--- config.mk ---
export PLATFORM = sky130hd
export DESIGN_NAME = text_console_writer
export DESIGN_NICKNAME = d
export VERILOG_FILES = /design/src/rtl/text_pkg.sv /design/src/rtl/text_addr_gen.sv /design/src/rtl/text_console_writer.sv
export SDC_FILE = /design/constraint.sdc
export NUM_CORES = 1
export LEC_CHECK = 0
export ABC_AREA = 1
export CAP_MARGIN = 40
export CORE_UTILIZATION = 45
export CTS_BUF_LIST = sky130_fd_sc_hd__clkbuf_4
export DETAILED_ROUTE_END_ITERATION = 8
export PLACE_DENSITY = 0.68
export SYNTH_ARGS = -nofsm -noshare
export SYNTH_HDL_FRONTEND = slang
export SYNTH_SLANG_ARGS = --single-unit
--- constraint.sdc ---
create_clock -name clk -period 2 [get_ports clk]
set_input_delay 0.3 -clock clk [delete_from_list [all_inputs] [get_ports clk]]
set_output_delay 0.3 -clock clk [all_outputs]
set_load 0.005 [all_outputs]
--- src/rtl/text_pkg.sv ---
// Shared definitions for the text-mode character RAM (1024x16).
// Used by the console writer and by the VGA renderer.
//   - screen geometry (COLS, ROWS, STRIDE), blank character, address width
//   - control codes understood by the writer
//   - cell word layout: attr in [15:8], char in [7:0]
//   - writer FSM state encoding
package text_pkg;

    localparam int unsigned COLS       = 30;
    localparam int unsigned ROWS       = 17;
    localparam int unsigned STRIDE     = 32;
    localparam logic [7:0]  BLANK_CHAR = 8'h20;
    localparam int unsigned AW         = 10;

    localparam logic [7:0] CC_BS = 8'h08;
    localparam logic [7:0] CC_LF = 8'h0A;
    localparam logic [7:0] CC_FF = 8'h0C;
    localparam logic [7:0] CC_CR = 8'h0D;

    localparam logic [7:0] PRINT_LO = 8'h20;
    localparam logic [7:0] PRINT_HI = 8'h7E;

    // One RAM word; packed so that attr lands in [15:8] and char in [7:0].
    typedef struct packed {
        logic [7:0] attr;
        logic [7:0] ch;
    } cell_t;

    typedef enum logic [1:0] {
        ST_IDLE    = 2'd0,
        ST_CLRLINE = 2'd1,
        ST_CLRSCR  = 2'd2
    } state_t;

    function automatic cell_t make_cell(input logic [7:0] a, input logic [7:0] c);
        cell_t w;
        w.attr = a;
        w.ch   = c;
        return w;
    endfunction

    function automatic logic is_printable(input logic [7:0] c);
        return (c >= PRINT_LO) && (c <= PRINT_HI);
    endfunction

endpackage

--- src/rtl/text_addr_gen.sv ---
// Maps a (row, col) pair to the character RAM address row*STRIDE + col.
// A power-of-two STRIDE becomes a shift; other strides fall back to a multiply.
// Ports:
//   row  in  ROW_W  row index
//   col  in  AW     column / offset within the row
//   addr out AW     RAM word address
module text_addr_gen #(
    parameter int unsigned AW     = 10,
    parameter int unsigned STRIDE = 32,
    parameter int unsigned ROW_W  = 5
) (
    input  logic [ROW_W-1:0] row,
    input  logic [AW-1:0]    col,
    output logic [AW-1:0]    addr
);

    localparam bit          POW2  = ((STRIDE & (STRIDE - 1)) == 0);
    localparam int unsigned SHIFT = $clog2(STRIDE);

    generate
        if (POW2) begin : g_shift
            assign addr = (AW'(row) << SHIFT) + col;
        end else begin : g_mul
            assign addr = AW'(AW'(row) * AW'(STRIDE)) + col;
        end
    endgenerate

endmodule

--- src/rtl/text_console_writer.sv ---
// Write-side producer for the text-mode character RAM.
// Consumes a byte stream (printables and control codes), tracks a cursor and
// issues registered single-cycle writes of {attr, char} to the RAM write port.
// Handles auto-wrap, line clear on newline and full-screen clear.
// Ports:
//   clk, reset        clock; synchronous active-high reset
//   char_valid/ready  byte handshake; char_data is the byte, attr its colour
//   clear_req         one-cycle request to clear the screen (IDLE only)
//   ram_cea/ada/din   registered RAM write port, one cea pulse per word
//   cursor_col/row    current cursor position
//   busy              high while a line or screen clear is in progress
module text_console_writer #(
    parameter int unsigned COLS       = text_pkg::COLS,
    parameter int unsigned ROWS       = text_pkg::ROWS,
    parameter int unsigned STRIDE     = text_pkg::STRIDE,
    parameter logic [7:0]  BLANK_CHAR = text_pkg::BLANK_CHAR,
    parameter int unsigned AW         = text_pkg::AW
) (
    input  logic          clk,
    input  logic          reset,
    input  logic          char_valid,
    input  logic [7:0]    char_data,
    output logic          char_ready,
    input  logic [7:0]    attr,
    input  logic          clear_req,
    output logic          ram_cea,
    output logic [AW-1:0] ram_ada,
    output logic [15:0]   ram_din,
    output logic [4:0]    cursor_col,
    output logic [4:0]    cursor_row,
    output logic          busy
);

    import text_pkg::*;

    localparam logic [4:0]    COL_LAST  = 5'(COLS - 1);
    localparam logic [4:0]    ROW_LAST  = 5'(ROWS - 1);
    localparam logic [AW-1:0] LINE_LAST = AW'(STRIDE - 1);
    localparam logic [AW-1:0] SCR_LAST  = AW'(ROWS * STRIDE - 1);

    state_t        state_q, state_d;
    logic [4:0]    col_q, col_d;
    logic [4:0]    row_q, row_d;
    logic [AW-1:0] cnt_q, cnt_d;
    logic [7:0]    clr_attr_q, clr_attr_d;
    logic          ram_cea_q, ram_cea_d;
    logic [AW-1:0] ram_ada_q, ram_ada_d;
    logic [15:0]   ram_din_q, ram_din_d;

    logic [AW-1:0] gen_col;
    logic [AW-1:0] gen_addr;
    logic          accept;

    // One address generator serves both the cursor write (IDLE) and the
    // line clear, where the clear counter stands in for the column.
    assign gen_col = (state_q == ST_CLRLINE) ? cnt_q : AW'(col_q);

    text_addr_gen #(
        .AW     (AW),
        .STRIDE (STRIDE),
        .ROW_W  (5)
    ) u_addr_gen (
        .row  (row_q),
        .col  (gen_col),
        .addr (gen_addr)
    );

    assign char_ready = (state_q == ST_IDLE) && !clear_req;
    assign accept     = char_valid && char_ready;

    always_comb begin
        state_d    = state_q;
        col_d      = col_q;
        row_d      = row_q;
        cnt_d      = cnt_q;
        clr_attr_d = clr_attr_q;
        ram_cea_d  = 1'b0;
        ram_ada_d  = ram_ada_q;
        ram_din_d  = ram_din_q;

        case (state_q)
            ST_IDLE: begin
                if (clear_req) begin
                    state_d    = ST_CLRSCR;
                    cnt_d      = '0;
                    clr_attr_d = attr;
                end else if (accept) begin
                    if (is_printable(char_data)) begin
                        ram_cea_d = 1'b1;
                        ram_ada_d = gen_addr;
                        ram_din_d = make_cell(attr, char_data);
                        if (col_q == COL_LAST) begin
                            // Auto-wrap: this write goes out now, the clear of
                            // the next row starts on the following cycle.
                            col_d      = '0;
                            row_d      = (row_q == ROW_LAST) ? 5'd0 : row_q + 5'd1;
                            state_d    = ST_CLRLINE;
                            cnt_d      = '0;
                            clr_attr_d = attr;
                        end else begin
                            col_d = col_q + 5'd1;
                        end
                    end else if (char_data == CC_CR) begin
                        col_d = '0;
                    end else if (char_data == CC_LF) begin
                        col_d      = '0;
                        row_d      = (row_q == ROW_LAST) ? 5'd0 : row_q + 5'd1;
                        state_d    = ST_CLRLINE;
                        cnt_d      = '0;
                        clr_attr_d = attr;
                    end else if (char_data == CC_BS) begin
                        if (col_q != 5'd0) begin
                            col_d = col_q - 5'd1;
                        end
                    end else if (char_data == CC_FF) begin
                        state_d    = ST_CLRSCR;
                        cnt_d      = '0;
                        clr_attr_d = attr;
                    end
                end
            end

            ST_CLRLINE: begin
                ram_cea_d = 1'b1;
                ram_ada_d = gen_addr;
                ram_din_d = make_cell(clr_attr_q, BLANK_CHAR);
                if (cnt_q == LINE_LAST) begin
                    state_d = ST_IDLE;
                    cnt_d   = '0;
                end else begin
                    cnt_d = cnt_q + 1'b1;
                end
            end

            ST_CLRSCR: begin
                ram_cea_d = 1'b1;
                ram_ada_d = cnt_q;
                ram_din_d = make_cell(clr_attr_q, BLANK_CHAR);
                if (cnt_q == SCR_LAST) begin
                    state_d = ST_IDLE;
                    cnt_d   = '0;
                    col_d   = '0;
                    row_d   = '0;
                end else begin
                    cnt_d = cnt_q + 1'b1;
                end
            end

            default: begin
                state_d = ST_IDLE;
            end
        endcase
    end

    always_ff @(posedge clk) begin
        if (reset) begin
            state_q    <= ST_IDLE;
            col_q      <= '0;
            row_q      <= '0;
            cnt_q      <= '0;
            clr_attr_q <= '0;
            ram_cea_q  <= 1'b0;
            ram_ada_q  <= '0;
            ram_din_q  <= '0;
        end else begin
            state_q    <= state_d;
            col_q      <= col_d;
            row_q      <= row_d;
            cnt_q      <= cnt_d;
            clr_attr_q <= clr_attr_d;
            ram_cea_q  <= ram_cea_d;
            ram_ada_q  <= ram_ada_d;
            ram_din_q  <= ram_din_d;
        end
    end

    assign ram_cea    = ram_cea_q;
    assign ram_ada    = ram_ada_q;
    assign ram_din    = ram_din_q;
    assign cursor_col = col_q;
    assign cursor_row = row_q;
    assign busy       = (state_q != ST_IDLE);

endmodule

Yosys cells after proc, flatten, opt, wreduce, memory -nomap -nowiden
Index checks and enable logic that the tools add are counted.

Add/sub/neg operators: 5. $lt $le $gt $ge: 2. Equality and inequality tests: 28. Multiplexer cells: 61. Reduce and logical (&&, ||, !) cells: 20.

Operators with widths (count): 10-bit two-way mux (14); 5-bit two-way mux (16); 8-bit two-way mux (8); 10-bit one-hot mux with 3 select lines (2); 16-bit two-way mux (3); 8-bit by 4-bit equality test with 1-bit output, second input constant (4); 16-bit one-hot mux with 2 select lines (1); 2-bit two-way mux (10); 5-bit one-hot mux with 2 select lines (2); 6-bit AND reduction (3); 7-bit AND reduction (2); 10-bit by 1-bit adder with 10-bit output, second input constant (1); 10-bit adder (1); 5-bit by 1-bit adder with 5-bit output, second input constant (2); 10-bit equality test, second input constant (1); 10-bit by 5-bit equality test with 1-bit output, second input constant (1); 5-bit equality test, second input constant (2); 5-bit by 1-bit inequality test with 1-bit output, second input constant (2); 3-bit inequality test, second input constant (3); 8-bit by 6-bit greater-or-equal comparator with 1-bit output, second input constant (1); 8-bit by 7-bit less-or-equal comparator with 1-bit output, second input constant (1); 4-bit inequality test, second input constant (2); 4-bit AND reduction (2); 2-bit nonzero test (4); other kinds (20) (28).

Register bits after elaboration: 57. Input port bits: 20. Output and inout bits: 39. Word-level logic and storage cells: 124.

Depth between registers and ports, before layout
Depth after elaboration: 9. Gate-level depth with buffers: 17. Gate-level depth less buffers: 16.

Cells and area by module
From an unflattened synthesis, not the netlist that was laid out.

Cells, all modules: 559. Area, all modules: 3718.6 sq um.

Modules (own cells, without submodules): text_console_writer (instances 1, cells each 521, area an instance 3490.8 sq um, seq. area each 1141.1 sq um); text_addr_gen (instances 1, cells each 38, area an instance 227.7 sq um, seq. area each 0.0 sq um).

Least setup slack after synthesis
OpenSTA, ideal clock, no wires.

Path type: flip-flop to flip-flop. Start: reg state_q[1]. End: reg ram_ada_q[9], in the netlist ram_ada[9]. Setup time: 71 ps. Arrival time: 2014 ps. Slack: -84 ps. Stages on the path, launching flop included: 18. Path buffers: 1. Cell sequence: dfxtp_1 -> inv_1 -> ha_1 -> clkbuf_1 -> nand2_1 -> inv_1 -> ha_1 -> inv_1 -> fa_1 -> inv_1 -> nand2_1 -> a21oi_1 -> nor2_1 -> nand2_1 -> nand3_1 -> nand2_1 -> nand2_1 -> a21oi_1.

Word-level cells in the longest chain between the ends: 7.

Ends and longest elaborated chain: from (decl) (line text_console_writer.sv:41) `state_t state_q, state_d;`; from (signal assigned) (line text_console_writer.sv:166) `state_q <= state_d;`; 2-bit by 1-bit equality test with 1-bit output (line text_console_writer.sv:56, text_console_writer.sv:81); 10-bit two-way mux (line text_console_writer.sv:56) `assign gen_col = (state_q == ST_CLRLINE) ? cnt_q : AW'(col_q);`; 10-bit adder (line text_addr_gen.sv:22) `assign addr = (AW'(row) << SHIFT) + col;`; 10-bit two-way mux (line text_console_writer.sv:88) `if (is_printable(char_data)) begin`; 10-bit two-way mux (line text_console_writer.sv:87) `end else if (accept) begin`; 10-bit two-way mux (line text_console_writer.sv:83) `if (clear_req) begin`; 10-bit one-hot mux with 3 select lines (line text_console_writer.sv:81) `case (state_q)`; to (signal assigned) (line text_console_writer.sv:172) `ram_ada_q <= ram_ada_d;`; to (decl) (line text_console_writer.sv:47) `logic [AW-1:0] ram_ada_q, ram_ada_d;`.

Parallel ways exist; a longest one is shown, timed or not. The select of a mux whose other input is x is not followed. A chain may end at the register's enable or synchronous reset.

Final worst setup path
Ends and elaborated chain as after synthesis.

==> summary.md <==
| Metric | Value |
|---|---|
| Outcome | complete, no violations |
| Post-route non-filler standard cell count | 792 |
| Internal power | 0.00347 W |
| Average via count per standard cell | 5.03 |
| # rows | 33 |
| CTS tree | built |
| Max-capacitance violation count | 0 |
| Sink Count | 57 |
| Final #Nets | 718 |
| Post-route ant nets | 0 |
| Hold WC Path Type | reg -> reg |
| Clk Latency, worst-skew pair | 400 ps |
| Hpwl dp | 7760 um |
| Overflow after GRT | 0 |
| Synth-to-Final Area Change | 29.9% |
| Worst r2r dst | ram_ada[9] |
| Register area share after synthesis | 29.7% |
| Detailed-route wire length per cell | 13.1 um |
| Initial antenna violation count | 0 |
| Number of global-route vias before repair | 3614 |
| Worst-path cell chain | inv_2, ha_4, nand2_2, inv_2, ha_4, inv_2, fa_2, inv_1, nand2_1, a21oi_2, nor2_1, nand2_1, nand3_1, nand2_1, nand2_1, a21oi_1 |
| Post-Route WL | 10400 um |
| Worst slew pin tran | 388 ps |
| Syn_nets | 625 |
| Part of the cycle the worst path needs | 96.5% |
| WHS Endpoint | clr_attr_q[6] |
| Fin crit period | 1930 ps |
| Post-synthesis average cell area | 6.53 um^2 |
| Crit start category | flip-flop |
| Psw | 0.00265 W |
| Placed Instances | 774 |
| Crit path DAT | 2260 ps |
| Slew Limit Headroom | 74.1% |
| Peak supply drop | 0.530 mV |
| DIE WIDTH | 94.4 um |
| Core Box Area | 0.00826 mm^2 |
| Final setup fails | 0 |
| Cell depth of the worst hold path | 2 |
| Clk pwr share | 13.6% |
| Max stage delay on crit path | 350 ps |
| Initial Utilization | 46.5% |
| N_diodes | 0 |
| Clock Path Buffers | 2 |
| Global-route wire length before repair | 17100 um |
| Layout cells sized above 1 | 18.5% |
| Commonest non-fill, non-tap cell in the layout | nand2_1 |
| Leakage power | 2.30 nW |
| DRT Pass-1 Iters | 5 |
| Gate power share | 59.3% |
| Critical path's top delay family | adder cells |
| Final Skew | 10.1 ps |
| Most frequent cells in the layout | nand2_1 (147), nor2_1 (93), clkdlybuf4s50_1 (56), dfxtp_1 (55), inv_1 (53) |
| Seq pwr share | 27.1% |
| CP max-delay cell | fa_2 |
| Worst hold slack | 468 ps |
| CP Buf/Inv Count | 4 |
| Clock transition at path regs | 100 ps |
| Largest net degree at the start of global routing | 33 |
| Post-Syn Instances | 589 |
| Fin. max-slew vios | 0 |
| Port buffer count | 58 |
| I/O pins | 59 |
| RSZ-0062 raised after global routing | true |
| Number of synthesis warnings | 0 |
| Vias | 3981 |
| FF-to-FF path depth | 16 |
| Reg-to-Reg Start | state_q[1] |
| Critical Path Fanout Max | 2 |
| Inserted Clock Buffers | 9 |
| Final Hold Violating Endpoints | 0 |
| PwrDens | 1220 mW/mm^2 |
| Hold wc startpoint | clr_attr_q[6] |
| All-Layer GR Usage | 24.6% |
| FF+latch count, synth | 57 |
| Reg2Reg Setup Slack | 70 ps |
| Distinct cells, synth | 38 |
| Die area | 0.00892 mm^2 |
| Critical Path Start | state_q[1] |
| Routability cong. | 0.912 |
| Synthesized area | 0.00384 mm^2 |
| F_max | 518 MHz |
| Final Core Density | 60.4% |
| Starting DRT DRC Count | 182 |
| H-Tree Level Count | 3 |
| CTS root buf | clkbuf_4 |
| Chip height | 94.4 um |
| Most used cell, CP | nand2_1 |
| WP data required | 2330 ps |
| Switching part of the total power | 43.3% |
| Critical path type | reg -> reg |
| DRC Markers | 0 |
| Critical path endpoint category | flip-flop |
-- per-layer routing --
metal	vias to the layer above	global-route usage (%)	wire length [um]
li1	2061	-	-
met1	1788	31.2	4870
met2	114	41.9	4850
met3	18	4.03	466
met4	0	8.21	177
met5	-	0	0
-- cell type report --
class                   instances  area [um^2]
well taps                     105          131
inverters                      67          264
clock inverters                 6         58.8
flip-flops and latches         57         1140
fillers                       814         3270
multi-input cells             445         2360
repair buffers                102          962
clock buffers                  10         75.1
-- cell families after synthesis --
| logic type | share of synthesized area, % |
|---|---|
| adder cells (fa/ha/maj) | 5.40 |
| buffers and inverters | 10.5 |
| flip-flops | 29.7 |
| AND/OR/NAND/NOR | 43.4 |
| AO/OA/AOI/OAI | 10.2 |
| XOR/XNOR | 0.911 |
-- sequential cells by signal (all words and copies together), names as in the netlist --
| register | cells |
|---|---|
| cursor_col | 5 |
| cursor_row | 5 |
| ram_ada | 10 |
| cnt_q | 10 |
| state_q | 2 |
| ram_din | 16 |
| clr_attr_q | 8 |
| ram_cea | 1 |
-- cells in the mapped netlist, drive strengths merged --
cell     instances  area, um^2
ha              15         188
buf             11         105
o21ai           45         225
fa               1        20.0
a41oi            1        8.76
dfxtp           57        1140
clkbuf           9        33.8
a211oi           1        7.51
o2111ai          1        8.76
nor2           113         527
or2              2        12.5
inv             65         257
nand3b           1        7.51
nand3           53         295
clkinv           2        7.51
a21oi           25         140
nor3             4        20.0
xor2             4        35.0
nand2          165         711
nand4           14        93.8
-- worst min-delay path, delay by kind of cell, from the launching register on --
family | cells | cell delay [ps]
AOI/OAI and AO/OA | 1 | 50
DFF | 1 | 320
and+or+nand+nor | 1 | 60
-- worst max path at each step --
stage	endpoint	depth (start not counted)
2_1_floorplan	ram_ada[9]	17
3_3_place_gp	cnt_q[9]	13
3_5_place_dp	ram_din[14]	12
4_1_cts	busy	5
5_1_grt	ram_ada[9]	16
6_report	ram_ada[9]	16
-- power by group through the flow --
stage	clock network, W	registers [W]	logic, W
2_1_floorplan	0	0.00169	0.00217
3_3_place_gp	0	0.00166	0.00347
3_5_place_dp	0	0.00168	0.00353
4_1_cts	0.000855	0.00165	0.00359
5_1_grt	0.000903	0.00170	0.00403
6_report	0.000830	0.00166	0.00362
-- what timing repair did --
action / CTS / global route
endpoints found under the setup margin: 3 / 7
buffers inserted: 1 / 1
resized for setup: 9 / 11
hold buffers: 0 / 0
pin swaps: 2 / 6
-- stage by stage --
| stage | power [W] | TNS [ps] | cell area (um^2) | setup slack [ps] |
|---|---|---|---|---|
| 3_5_place_dp | 0.00521 | -198 | 4780 | -32.3 |
| 5_1_grt | 0.00663 | -92.8 | 4990 | -70.3 |
| 3_3_place_gp | 0.00514 | 0 | 4780 | 18.6 |
| 6_report | 0.00611 | 0 | 4990 | 69.0 |
| 2_1_floorplan | 0.00386 | 0 | 3850 | 8.96 |
| 4_1_cts | 0.00609 | 0 | 4950 | 10.6 |
(Power assumes the default switching activity.)
